==> config.mk <==
export PLATFORM = sky130hd
export DESIGN_NAME = pipelined_control_unit
export DESIGN_NICKNAME = d
export VERILOG_FILES = /design/src/rtl/pipelined_control_unit.sv
export SDC_FILE = /design/constraint.sdc
export NUM_CORES = 1
export LEC_CHECK = 0
export ABC_AREA = 0
export CAP_MARGIN = 10
export CORE_UTILIZATION = 47
export CTS_BUF_LIST = sky130_fd_sc_hd__clkbuf_16
export CTS_CLUSTER_SIZE = 40
export DETAILED_ROUTE_END_ITERATION = 8
export PLACE_DENSITY = 0.87
export SYNTH_ARGS = -nofsm -noshare
export SYNTH_HDL_FRONTEND = slang
export SYNTH_SLANG_ARGS = --single-unit
==> constraint.sdc <==
create_clock -name clk -period 5.3 [get_ports clk]
set_input_delay 0.53 -clock clk [delete_from_list [all_inputs] [get_ports clk]]
set_output_delay 0.53 -clock clk [all_outputs]
set_load 0.01 [all_outputs]
==> src/rtl/pipelined_control_unit.sv <==
// pipelined_control_unit: registered MIPS control decoder with load-use stall, flush and HALT drain sequencing
// Sits between IF/ID and ID/EX; decodes the ID instruction into EX/MEM/WB control
// buses registered into ID/EX, and drives the PC and IF/ID write/flush controls.
// Ports:
//   clk, reset                 clock; synchronous active-high reset
//   i_valid                    IF/ID holds a valid instruction
//   i_opcode, i_funct          instr[31:26], instr[5:0]
//   i_rs, i_rt                 instr[25:21], instr[20:16]
//   i_idex_mem_read, i_idex_rt load currently in ID/EX and its destination
//   i_branch_taken             branch resolved taken in EX this cycle
//   o_execute_bus              registered {reg_dst, alu_src, alu_op}
//   o_memory_bus               registered {branch, mem_read, mem_write}
//   o_wb_bus                   registered {reg_write, mem_to_reg}
//   o_valid                    registered; ID/EX holds a real instruction
//   o_jump                     jump in ID is taken, select jump target
//   o_pc_write, o_ifid_write   PC and IF/ID write enables
//   o_ifid_flush               clear IF/ID on next edge
//   o_halted                   pipeline drained after HALT
module pipelined_control_unit #(
    parameter int EXEC_BUS_WIDTH = 6,
    parameter int MEM_BUS_WIDTH  = 3,
    parameter int WB_BUS_WIDTH   = 2,
    parameter int ALU_OP_WIDTH   = 4,
    parameter int REG_ADDR_WIDTH = 5,
    parameter int DRAIN_CYCLES   = 4
) (
    input  logic                      clk,
    input  logic                      reset,
    input  logic                      i_valid,
    input  logic [5:0]                i_opcode,
    input  logic [5:0]                i_funct,
    input  logic [REG_ADDR_WIDTH-1:0] i_rs,
    input  logic [REG_ADDR_WIDTH-1:0] i_rt,
    input  logic                      i_idex_mem_read,
    input  logic [REG_ADDR_WIDTH-1:0] i_idex_rt,
    input  logic                      i_branch_taken,
    output logic [EXEC_BUS_WIDTH-1:0] o_execute_bus,
    output logic [MEM_BUS_WIDTH-1:0]  o_memory_bus,
    output logic [WB_BUS_WIDTH-1:0]   o_wb_bus,
    output logic                      o_valid,
    output logic                      o_jump,
    output logic                      o_pc_write,
    output logic                      o_ifid_write,
    output logic                      o_ifid_flush,
    output logic                      o_halted
);
    localparam int CW = $clog2(DRAIN_CYCLES + 1);

    typedef enum logic [1:0] {RUN, DRAIN, HALTED} state_t;

    state_t                    state_q, state_d;
    logic [CW-1:0]             cnt_q, cnt_d;
    logic [EXEC_BUS_WIDTH-1:0] ex_q, ex_d;
    logic [MEM_BUS_WIDTH-1:0]  mem_q, mem_d;
    logic [WB_BUS_WIDTH-1:0]   wb_q, wb_d;
    logic                      valid_q, issue;
    logic [3:0]                alu_code;
    logic                      alu_src, reg_dst, mem_write, mem_read, branch;
    logic                      mem_to_reg, reg_write, is_jump, rt_used;
    logic                      halt, stall;

    function automatic logic [3:0] r_alu(input logic [5:0] f);
        r_alu = 4'hF;
        case (f)
            6'b000000, 6'b000100: r_alu = 4'b0000;
            6'b000010, 6'b000110: r_alu = 4'b0001;
            6'b000011, 6'b000111: r_alu = 4'b0010;
            6'b100000, 6'b100001: r_alu = 4'b0011;
            6'b100010, 6'b100011: r_alu = 4'b1000;
            6'b100100:            r_alu = 4'b0100;
            6'b100101:            r_alu = 4'b0101;
            6'b100110:            r_alu = 4'b0110;
            6'b100111:            r_alu = 4'b0111;
            6'b101010:            r_alu = 4'b1001;
            default:              r_alu = 4'hF;
        endcase
    endfunction

    // ADDIU shares the ADD code; SLTIU has no code of its own and falls to 1111
    function automatic logic [3:0] i_alu(input logic [2:0] op);
        i_alu = 4'hF;
        case (op)
            3'b000, 3'b001: i_alu = 4'b0011;
            3'b010:         i_alu = 4'b1001;
            3'b100:         i_alu = 4'b0100;
            3'b101:         i_alu = 4'b0101;
            3'b110:         i_alu = 4'b0110;
            3'b111:         i_alu = 4'b1010;
            default:        i_alu = 4'hF;
        endcase
    endfunction

    always_comb begin
        alu_code   = 4'hF;
        alu_src    = 1'b0;
        reg_dst    = 1'b0;
        mem_write  = 1'b0;
        mem_read   = 1'b0;
        branch     = 1'b0;
        mem_to_reg = 1'b0;
        reg_write  = 1'b0;
        is_jump    = 1'b0;
        rt_used    = 1'b0;
        casez (i_opcode)
            6'b000000: begin
                reg_dst   = 1'b1;
                reg_write = i_funct != 6'b001000;
                rt_used   = 1'b1;
                is_jump   = i_funct[5:1] == 5'b00100;
                alu_code  = r_alu(i_funct);
            end
            6'b001???: begin
                alu_src   = 1'b1;
                reg_write = 1'b1;
                alu_code  = i_alu(i_opcode[2:0]);
            end
            6'b100???: begin
                alu_src    = 1'b1;
                mem_read   = 1'b1;
                mem_to_reg = 1'b1;
                reg_write  = 1'b1;
                alu_code   = 4'b0011;
            end
            6'b101???: begin
                alu_src   = 1'b1;
                mem_write = 1'b1;
                rt_used   = 1'b1;
                alu_code  = 4'b0011;
            end
            6'b00010?: begin
                branch   = 1'b1;
                rt_used  = 1'b1;
                alu_code = 4'b1000;
            end
            6'b00001?: begin
                is_jump   = 1'b1;
                reg_write = i_opcode[0];
            end
            default: ;
        endcase
    end

    assign halt  = i_valid && i_opcode == 6'b111111;
    assign stall = i_valid && i_idex_mem_read && |i_idex_rt &&
                   (i_idex_rt == i_rs || (rt_used && i_idex_rt == i_rt));

    // The counter holds cycles elapsed since the HALT edge; HALTED is reached
    // so that o_halted rises DRAIN_CYCLES edges after HALT was presented.
    always_comb begin
        state_d      = state_q;
        cnt_d        = cnt_q;
        o_pc_write   = 1'b0;
        o_ifid_write = 1'b0;
        o_ifid_flush = 1'b0;
        o_jump       = 1'b0;
        issue        = 1'b0;
        if (state_q == RUN) begin
            if (i_branch_taken) begin
                o_pc_write   = 1'b1;
                o_ifid_write = 1'b1;
                o_ifid_flush = 1'b1;
            end else if (stall) begin
                issue = 1'b0;
            end else if (halt) begin
                state_d = (DRAIN_CYCLES <= 1) ? HALTED : DRAIN;
                cnt_d   = CW'(1);
            end else begin
                o_pc_write   = 1'b1;
                o_ifid_write = 1'b1;
                issue        = i_valid;
                o_jump       = i_valid && is_jump;
                o_ifid_flush = i_valid && is_jump;
            end
        end else if (state_q == DRAIN) begin
            cnt_d   = cnt_q + CW'(1);
            state_d = (cnt_q == CW'(DRAIN_CYCLES - 1)) ? HALTED : DRAIN;
        end
    end

    always_comb begin
        ex_d                   = '0;
        mem_d                  = '0;
        wb_d                   = '0;
        ex_d[ALU_OP_WIDTH-1:0] = ALU_OP_WIDTH'(alu_code);
        ex_d[ALU_OP_WIDTH]     = alu_src;
        ex_d[ALU_OP_WIDTH+1]   = reg_dst;
        mem_d[0]               = mem_write;
        mem_d[1]               = mem_read;
        mem_d[2]               = branch;
        wb_d[0]                = mem_to_reg;
        wb_d[1]                = reg_write;
    end

    always_ff @(posedge clk) begin
        if (reset) begin
            state_q <= RUN;
            cnt_q   <= '0;
            ex_q    <= '0;
            mem_q   <= '0;
            wb_q    <= '0;
            valid_q <= 1'b0;
        end else begin
            state_q <= state_d;
            cnt_q   <= cnt_d;
            ex_q    <= issue ? ex_d : '0;
            mem_q   <= issue ? mem_d : '0;
            wb_q    <= issue ? wb_d : '0;
            valid_q <= issue;
        end
    end

    assign o_execute_bus = ex_q;
    assign o_memory_bus  = mem_q;
    assign o_wb_bus      = wb_q;
    assign o_valid       = valid_q;
    assign o_halted      = state_q == HALTED;
endmodule

==> out/qor.log, run 1 <==
qor: status.result_of_the_run finished clean
qor: power_and_ir_drop.powerDensity 188 nW/µm²
qor: sta.layout_worst_path_cycle_share 68.2%
qor: synth.synthArstFlopShare 0%
qor: clock_network.cts_tree built
qor: grt.grt_first_pass_wirelength 4860 µm
qor: worst_setup_path.worstPathMaxFanout 8
qor: clock_network.cts_made_buffers 3
qor: synth.postSynthAreaPerCell 8.14 µm²
qor: drt.dr_total_vias 1279
qor: worst_setup_path.critPathSlowestCell sky130_fd_sc_hd__clkdlybuf4s50_1
qor: layout.syn_to_final_growth 42.6%
qor: layout.drive_gt1_share 6.03%
qor: clock_network.number_of_clock_sinks_seen_by_cts 16
qor: sta.worst_clock_skew 0.00359 ns
qor: clock_network.cts_hold_repair.buffers 0
qor: worst_setup_path.worstPathCellList clkdlybuf4s50_1, inv_1, ha_1, or4b_1, o21ai_0, o2111ai_2, nand2_1, o21ai_1, clkdlybuf4s50_1
qor: floorplanning.die-area 2930 µm²
qor: floorplanning.num_io_pins 49
qor: clock_network.cts.htree.levels 1
qor: worst_setup_path.r2r_cells 4
qor: worst_setup_path.cpMostUsedCell sky130_fd_sc_hd__clkdlybuf4s50_1
qor: clock_network.cts_resized 0
qor: worst_setup_path.worstReg2RegEnd o_execute_bus[3]
qor: worst_hold_path.hp_start cnt_q[2]
qor: place.dpl.cell_count 226
qor: worst_setup_path.timing.critical_path.from_type primary input
qor: layout.final_design_area_no_fill 1820 µm²
qor: worst_setup_path.worst-r2r-setup-slack 3.68 ns
qor: floorplanning.die_x 54.2 µm
qor: floorplanning.initial_core_util 50.7%
qor: synth.yosysUniqueCellTypes 44
qor: synth.synth-edff-count 0
qor: synth.synth.cell_area 1280 µm²
qor: grt.vias_in_the_first_global_route 1184
qor: clock_network.worstSkewPairLatency 0.24 ns
qor: sta.achievable-frequency 277 MHz
qor: grt.all_layer_global_routing_usage 22.5%
qor: place.place_congestion 0.801
qor: clock_network.clock_tree.buffer_depth 2
qor: drt.wl_per_cell 12.8 µm
qor: worst_setup_path.r2r_start state_q[1]
qor: layout.diodes 0
qor: sta.setup_viol_count_final 0
qor: synth.ys_seq_elements 16
qor: clock_network.clkSlewWorstSetupHoldPaths 0.05 ns
qor: clock_network.ctsRootBufferMaster sky130_fd_sc_hd__clkbuf_16
qor: place.hpwlAfterDp 2410 µm
qor: sta.worst-slew-pin-transition 0.506 ns
qor: sta.slew_headroom 66.2%
qor: synth.synth_ff_type sky130_fd_sc_hd__dfxtp_1
qor: run.timing.max_cap.violations 0
qor: worst_setup_path.critPathCaptureType output port
qor: layout.instances_no_fill 229
qor: synth.yosysSeqAreaShare 25.0%
qor: worst_setup_path.critPathRequiredTime 4.77 ns
qor: synth.synthesis.nets 201
qor: floorplanning.chipHeight 54.2 µm
qor: worst_setup_path.critical_path.startpoint i_opcode[1]
qor: sta.final_hold_viol_count 0
qor: grt.grt.overflow.total 0
qor: sta.rsz_0062_raised_after_global_routing false
qor: worst_hold_path.class_of_the_tightest_hold_or_removal_check reg2reg
qor: drt.route.antenna.remaining_nets 0
qor: grt.antenna_found_initial 0
qor: layout.postLayoutCoreUtil 72.3%
qor: synth.synthesis.instances 157
qor: drt.firstDrtPassIters 4
qor: worst_setup_path.worst-endpoint-arrival 3.08 ns
qor: power_and_ir_drop.leakage 0.698 nW
qor: power_and_ir_drop.peakVddDrop 0.226 mV
qor: drt.first_iter_violations 27
qor: worst_hold_path.hold_path_depth 1
qor: synth.yosys_warnings 0
qor: clock_network.post_cts.repair.setup_buffers 0
qor: drt.route.detailed.drc 0
qor: place.placedInstanceArea 1750 µm²
qor: grt.grt_start_max_net_pins 17
qor: floorplanning.placeableCoreArea 2520 µm²
qor: floorplanning.rows 18
qor: place.io_buffers 48
qor: layout.final_nets 245
qor: sta.slew_viol_final 0
qor: sta.hold_slack 0.513 ns
qor: drt.detail_route.wirelength 2940 µm
qor: drt.detail_route.vias_per_cell 5.59
qor: sta.timing.setup.tns 0 ns
qor: worst_hold_path.hold_path_end cnt_q[2]
qor: worst_setup_path.critPathKind in2out
qor: sta.final.min_clock_period 3.61 ns
qor: worst_setup_path.critical_path.max_stage_delay 0.53 ns
[worst max path at each step]
stage	endpoint	slack (ns)	depth (start not counted)
2_1_floorplan	o_pc_write	2.78	8
3_3_place_gp	o_jump	1.77	7
3_5_place_dp	o_ifid_flush	1.69	9
4_1_cts	o_ifid_flush	1.69	9
5_1_grt	o_ifid_flush	1.45	9
6_report	o_ifid_flush	1.69	9
[power by group]
group	total [mW]	internal (mW)	switching [mW]
logic	0.0795	0.0425	0.0370
registers	0.124	0.123	0.000678
clock network	0.139	0.0984	0.0404
[cell families (layout without fill, tap and decap cells)]
kind of cell	after synthesis	in the layout	synth area share (%)
AOI/OAI and AO/OA	36	36	18.7
xor gates and xnor gates	11	11	7.53
adders and majority gates	12	12	11.7
buffers and inverters	17	59	6.16
muxes	3	3	2.54
DFF	16	16	25.0
and+or+nand+nor	62	62	28.3
[synth_stat cells, types with 3 or more instances]
master | n | area, µm²
sky130_fd_sc_hd__o21ai_0 | 6 | 30.0
sky130_fd_sc_hd__dfxtp_1 | 16 | 320
sky130_fd_sc_hd__xor2_1 | 9 | 78.8
sky130_fd_sc_hd__inv_1 | 8 | 30.0
sky130_fd_sc_hd__clkbuf_1 | 6 | 22.5
sky130_fd_sc_hd__a211oi_1 | 3 | 22.5
sky130_fd_sc_hd__nand3_1 | 5 | 25.0
sky130_fd_sc_hd__nand2b_1 | 3 | 18.8
sky130_fd_sc_hd__nor4_1 | 3 | 18.8
sky130_fd_sc_hd__nor2_1 | 13 | 48.8
sky130_fd_sc_hd__o31ai_1 | 3 | 22.5
sky130_fd_sc_hd__nor3_1 | 7 | 35.0
sky130_fd_sc_hd__a31oi_1 | 6 | 37.5
sky130_fd_sc_hd__ha_1 | 12 | 150
sky130_fd_sc_hd__nand2_1 | 10 | 37.5
sky130_fd_sc_hd__a21oi_1 | 9 | 45.0
sky130_fd_sc_hd__or3_1 | 3 | 18.8
[area by class of cell]
type                    instances  area (µm²)
repair buffers                 48         480
well taps                      30        37.5
fillers                       209         699
clock buffers                   3        75.1
flip-flops and latches         16         320
multi-input cells             124         880
inverters                       8        30.0
[critical path: cells and delay by family]
kind                       cells  cell delay (ns)
adders and majority gates      1             0.21
AOI/OAI and AO/OA              3             0.41
and+or+nand+nor                2             0.72
buffers and inverters          3             1.20
[sequential cells by signal (all words and copies together) (netlist names)]
name / count
o_execute_bus: 6
o_valid: 1
o_memory_bus: 3
cnt_q: 3
o_wb_bus: 1
state_q: 2
[stage by stage]
| stage | worst slack (ns) | power [mW] |
|---|---|---|
| after CTS | 1.69 | 0.343 |
| after floorplan | 2.78 | 0.163 |
| after detailed placement | 1.69 | 0.205 |
| after global placement | 1.77 | 0.203 |
| final | 1.69 | 0.342 |
| after global routing | 1.45 | 0.355 |
[layer usage]
metal	part of all wire (%)	track usage [%]	vias up	routed length, µm
li1	-	-	656	-
met1	44	25.4	571	1280
met2	50	42.1	50	1460
met3	6.0	3.39	2	177
met4	0.65	7.69	0	19
met5	0	0	-	0
[placed cells by master, fill, tap and decap left out, types with 2 or more instances in the layout]
cell type and count:
sky130_fd_sc_hd__nor3_2 2, sky130_fd_sc_hd__dfxtp_1 16, sky130_fd_sc_hd__nor2b_1 2, sky130_fd_sc_hd__nor2_1 13, sky130_fd_sc_hd__or3_1 3, sky130_fd_sc_hd__clkbuf_16 3
sky130_fd_sc_hd__nor4_1 3, sky130_fd_sc_hd__nor3b_1 2, sky130_fd_sc_hd__nand2_1 10, sky130_fd_sc_hd__xnor2_1 2, sky130_fd_sc_hd__a31oi_1 6, sky130_fd_sc_hd__nor3_1 7
sky130_fd_sc_hd__ha_1 12, sky130_fd_sc_hd__nand2b_1 3, sky130_fd_sc_hd__o2bb2ai_1 2, sky130_fd_sc_hd__o21ai_0 6, sky130_fd_sc_hd__inv_1 8, sky130_fd_sc_hd__clkdlybuf4s50_1 48
sky130_fd_sc_hd__a211oi_1 3, sky130_fd_sc_hd__a21oi_1 9, sky130_fd_sc_hd__nand3b_1 2, sky130_fd_sc_hd__nand3_1 5, sky130_fd_sc_hd__xor2_1 9, sky130_fd_sc_hd__o31ai_1 3
sky130_fd_sc_hd__mux2_2 2
Power figures use the tool's default switching activity.
==> run 2: changes to the inputs <==
Settings changed: CORE_UTILIZATION 47 to 40, PLACE_DENSITY 0.87 to 0.79.
Clock period 5.3 ns to 3.05 ns, I/O delays scaled along.
==> run 2 against run 1 <==
Sequential cell count is the same. Routed wire length increased by 11%. First-iteration DRC count is 41% higher. Combinational power is 86% higher. Register-to-register slack worse by 2.3 ns. Critical path depth unchanged. Cell area is 5.6% higher.
==> out/qor.log, run 2 (synthesized netlist as in run 1, its figures left out) <==
qor: sta.worst_clock_skew 0.00200 ns [-0.00159 ns]
qor: layout.diodes 0 [unchanged]
qor: floorplanning.die_x 58.5 µm [+8.1%]
qor: drt.detail_route.vias_per_cell 5.30 [-5.0%]
qor: worst_setup_path.path_buf_inv 3 [unchanged]
qor: layout.drive_gt1_share 10.5% [+4.4 points]
qor: worst_setup_path.worst-endpoint-arrival 2.58 ns [-0.50 ns]
qor: worst_setup_path.cpMostUsedCell sky130_fd_sc_hd__clkdlybuf4s50_1
qor: clock_network.post_cts.repair.setup_buffers 0 [unchanged]
qor: clock_network.worstSkewPairLatency 0.25 ns [about the same]
qor: clock_network.cts_tree built
qor: layout.layout.area.seq 320 µm² [unchanged]
qor: sta.slew_headroom 77.0% [+11 points]
qor: drt.firstDrtPassIters 4 [unchanged]
qor: grt.grt_first_pass_wirelength 5720 µm [+18%]
qor: drt.dr_total_vias 1347 [+5.3%]
qor: worst_setup_path.critPathSlowestCell sky130_fd_sc_hd__or4b_1
qor: drt.first_iter_violations 38 [+41%]
qor: clock_network.clkSlewWorstSetupHoldPaths 0.05 ns [about the same]
qor: power_and_ir_drop.powerDensity 319 nW/µm² [+70%]
qor: floorplanning.initial_core_util 41.9% [-8.8 points]
qor: grt.grt.overflow.total 0 [unchanged]
qor: sta.slew_viol_final 0 [unchanged]
qor: clock_network.cts_made_buffers 3 [unchanged]
qor: worst_setup_path.worst_path_dominant_cell_family buffers and inverters
qor: sta.worst-slew-pin-transition 0.343 ns [-0.162 ns]
qor: drt.wl_per_cell 12.9 µm [+0.33%]
qor: clock_network.cts_resized 0 [unchanged]
qor: grt.vias_in_the_first_global_route 1310 [+11%]
qor: sta.timing.setup.tns 0 ns [unchanged]
qor: clock_network.cts.htree.levels 1 [unchanged]
qor: worst_setup_path.critPathRequiredTime 2.74 ns [-2.03 ns]
qor: drt.detail_route.wirelength 3270 µm [+11%]
qor: worst_hold_path.class_of_the_tightest_hold_or_removal_check reg2reg
qor: status.result_of_the_run finished clean
qor: drt.route.antenna.remaining_nets 0 [unchanged]
qor: floorplanning.placeableCoreArea 3050 µm² [+21%]
qor: layout.largest_reg_flops 6 [unchanged]
qor: clock_network.clock_tree.buffer_depth 2 [unchanged]
qor: floorplanning.die-area 3430 µm² [+17%]
qor: power_and_ir_drop.peakVddDrop 0.157 mV [-31%]
qor: run.timing.max_cap.violations 0 [unchanged]
qor: worst_setup_path.worstPathCellList clkdlybuf4s50_1, inv_1, ha_1, or4b_1, o21ai_0, o2111ai_2, a31oi_1, nor3_1, clkdlybuf4s50_1
qor: sta.layout_worst_path_cycle_share 94.7%
qor: layout.instances_no_fill 254 [+11%]
qor: worst_setup_path.critical_path.max_stage_delay 0.50 ns [-0.03 ns]
qor: layout.final_nets 255 [+4.1%]
qor: place.place_congestion 0.845 [+5.4%]
qor: worst_setup_path.worstPathMaxFanout 4 [-4]
qor: power_and_ir_drop.leakage 0.777 nW [+11%]
qor: grt.grt_start_max_net_pins 11 [-6]
qor: layout.mostFrequentLayoutCells sky130_fd_sc_hd__clkdlybuf4s50_1, sky130_fd_sc_hd__dfxtp_1, sky130_fd_sc_hd__nor2_1
qor: layout.n_fill_cell 272 [+30%]
qor: floorplanning.chipHeight 58.5 µm [+8.1%]
qor: worst_setup_path.critPathKind in2out
qor: sta.setup_viol_count_final 0 [unchanged]
qor: clock_network.number_of_clock_sinks_seen_by_cts 16 [unchanged]
qor: clock_network.cts_hold_repair.buffers 0 [unchanged]
qor: place.io_buffers 48 [unchanged]
qor: worst_setup_path.critPathCaptureType output port
qor: grt.all_layer_global_routing_usage 21.4% [-1.2 points]
qor: place.hpwlAfterDp 2690 µm [+12%]
qor: sta.final_hold_viol_count 0 [unchanged]
qor: clock_network.ctsRootBufferMaster sky130_fd_sc_hd__clkbuf_16
qor: worst_setup_path.timing.critical_path.from_type primary input
qor: layout.multiInputGateArea 880 µm² [unchanged]
qor: place.dpl.cell_count 250 [+11%]
qor: floorplanning.rows 20 [+2]
qor: sta.final.min_clock_period 2.89 ns
qor: sta.achievable-frequency 346 MHz
qor: layout.layout.cells.most_common sky130_fd_sc_hd__clkdlybuf4s50_1
qor: floorplanning.num_io_pins 49 [unchanged]
qor: layout.syn_to_final_growth 50.5%
qor: drt.route.detailed.drc 0 [unchanged]
qor: sta.rsz_0062_raised_after_global_routing false
qor: grt.antenna_found_initial 0 [unchanged]
## run 2: cell type report
class / instances / area share, %
Sequential cell: 16 / 16.6
Timing Repair Buffer: 58 / 29.1
Multi-Input combinational cell: 124 / 45.7
Tap cell: 44 / 2.86
Clock buffer: 3 / 3.90
Inverter: 8 / 1.56
Clock inverter: 1 / 0.195
## run 2: worst paths after layout
path	endpoint	depth (start not counted)	slack, ns	startpoint
max reg2reg	o_execute_bus[0]	4	1.40	state_q[1]
min reg2reg	cnt_q[2]	1	0.50	cnt_q[2]
max	o_ifid_write	9	0.16	i_opcode[1]
min	cnt_q[2]	1	0.50	cnt_q[2]
## run 2: routing by layer
metal	up-vias	part of all wire, %	global-route usage, %	wire length, µm
met5	-	0	0	0
met4	0	1.5	8.16	50
met3	5	3.5	0.879	116
met2	37	52	39.2	1700
met1	627	43	26.3	1410
li1	678	-	-	-
## run 2: report_power, final
part | internal [mW] | total, mW | switching, mW
sequential | 0.213 | 0.215 | 0.00127
combinational | 0.0806 | 0.148 | 0.0670
clock | 0.174 | 0.252 | 0.0786
total | 0.468 | 0.614 | 0.147
## run 2: through the flow
| step | hold slack, ns | util (%) | power, mW | cell area [µm²] | worst slack [ns] |
|---|---|---|---|---|---|
| after floorplan | 0.377 | - | 0.284 | 1280 | 0.984 |
| after global routing | 0.515 | 63.0 | 0.640 | 1920 | 0.00602 |
| after detailed placement | 0.494 | 60.3 | 0.366 | 1840 | 0.0704 |
| after CTS | 0.500 | 62.9 | 0.615 | 1920 | 0.0686 |
| final | 0.496 | 63.0 | 0.614 | 1920 | 0.161 |
| after global placement | 0.471 | 60.3 | 0.360 | 1840 | 0.0994 |
==> run 3: changes to the inputs <==
Settings changed: CAP_MARGIN 10 to 20.
==> results of run 3 <==
Same layout as run 2: the final DEF is identical, and so are final timing and power.
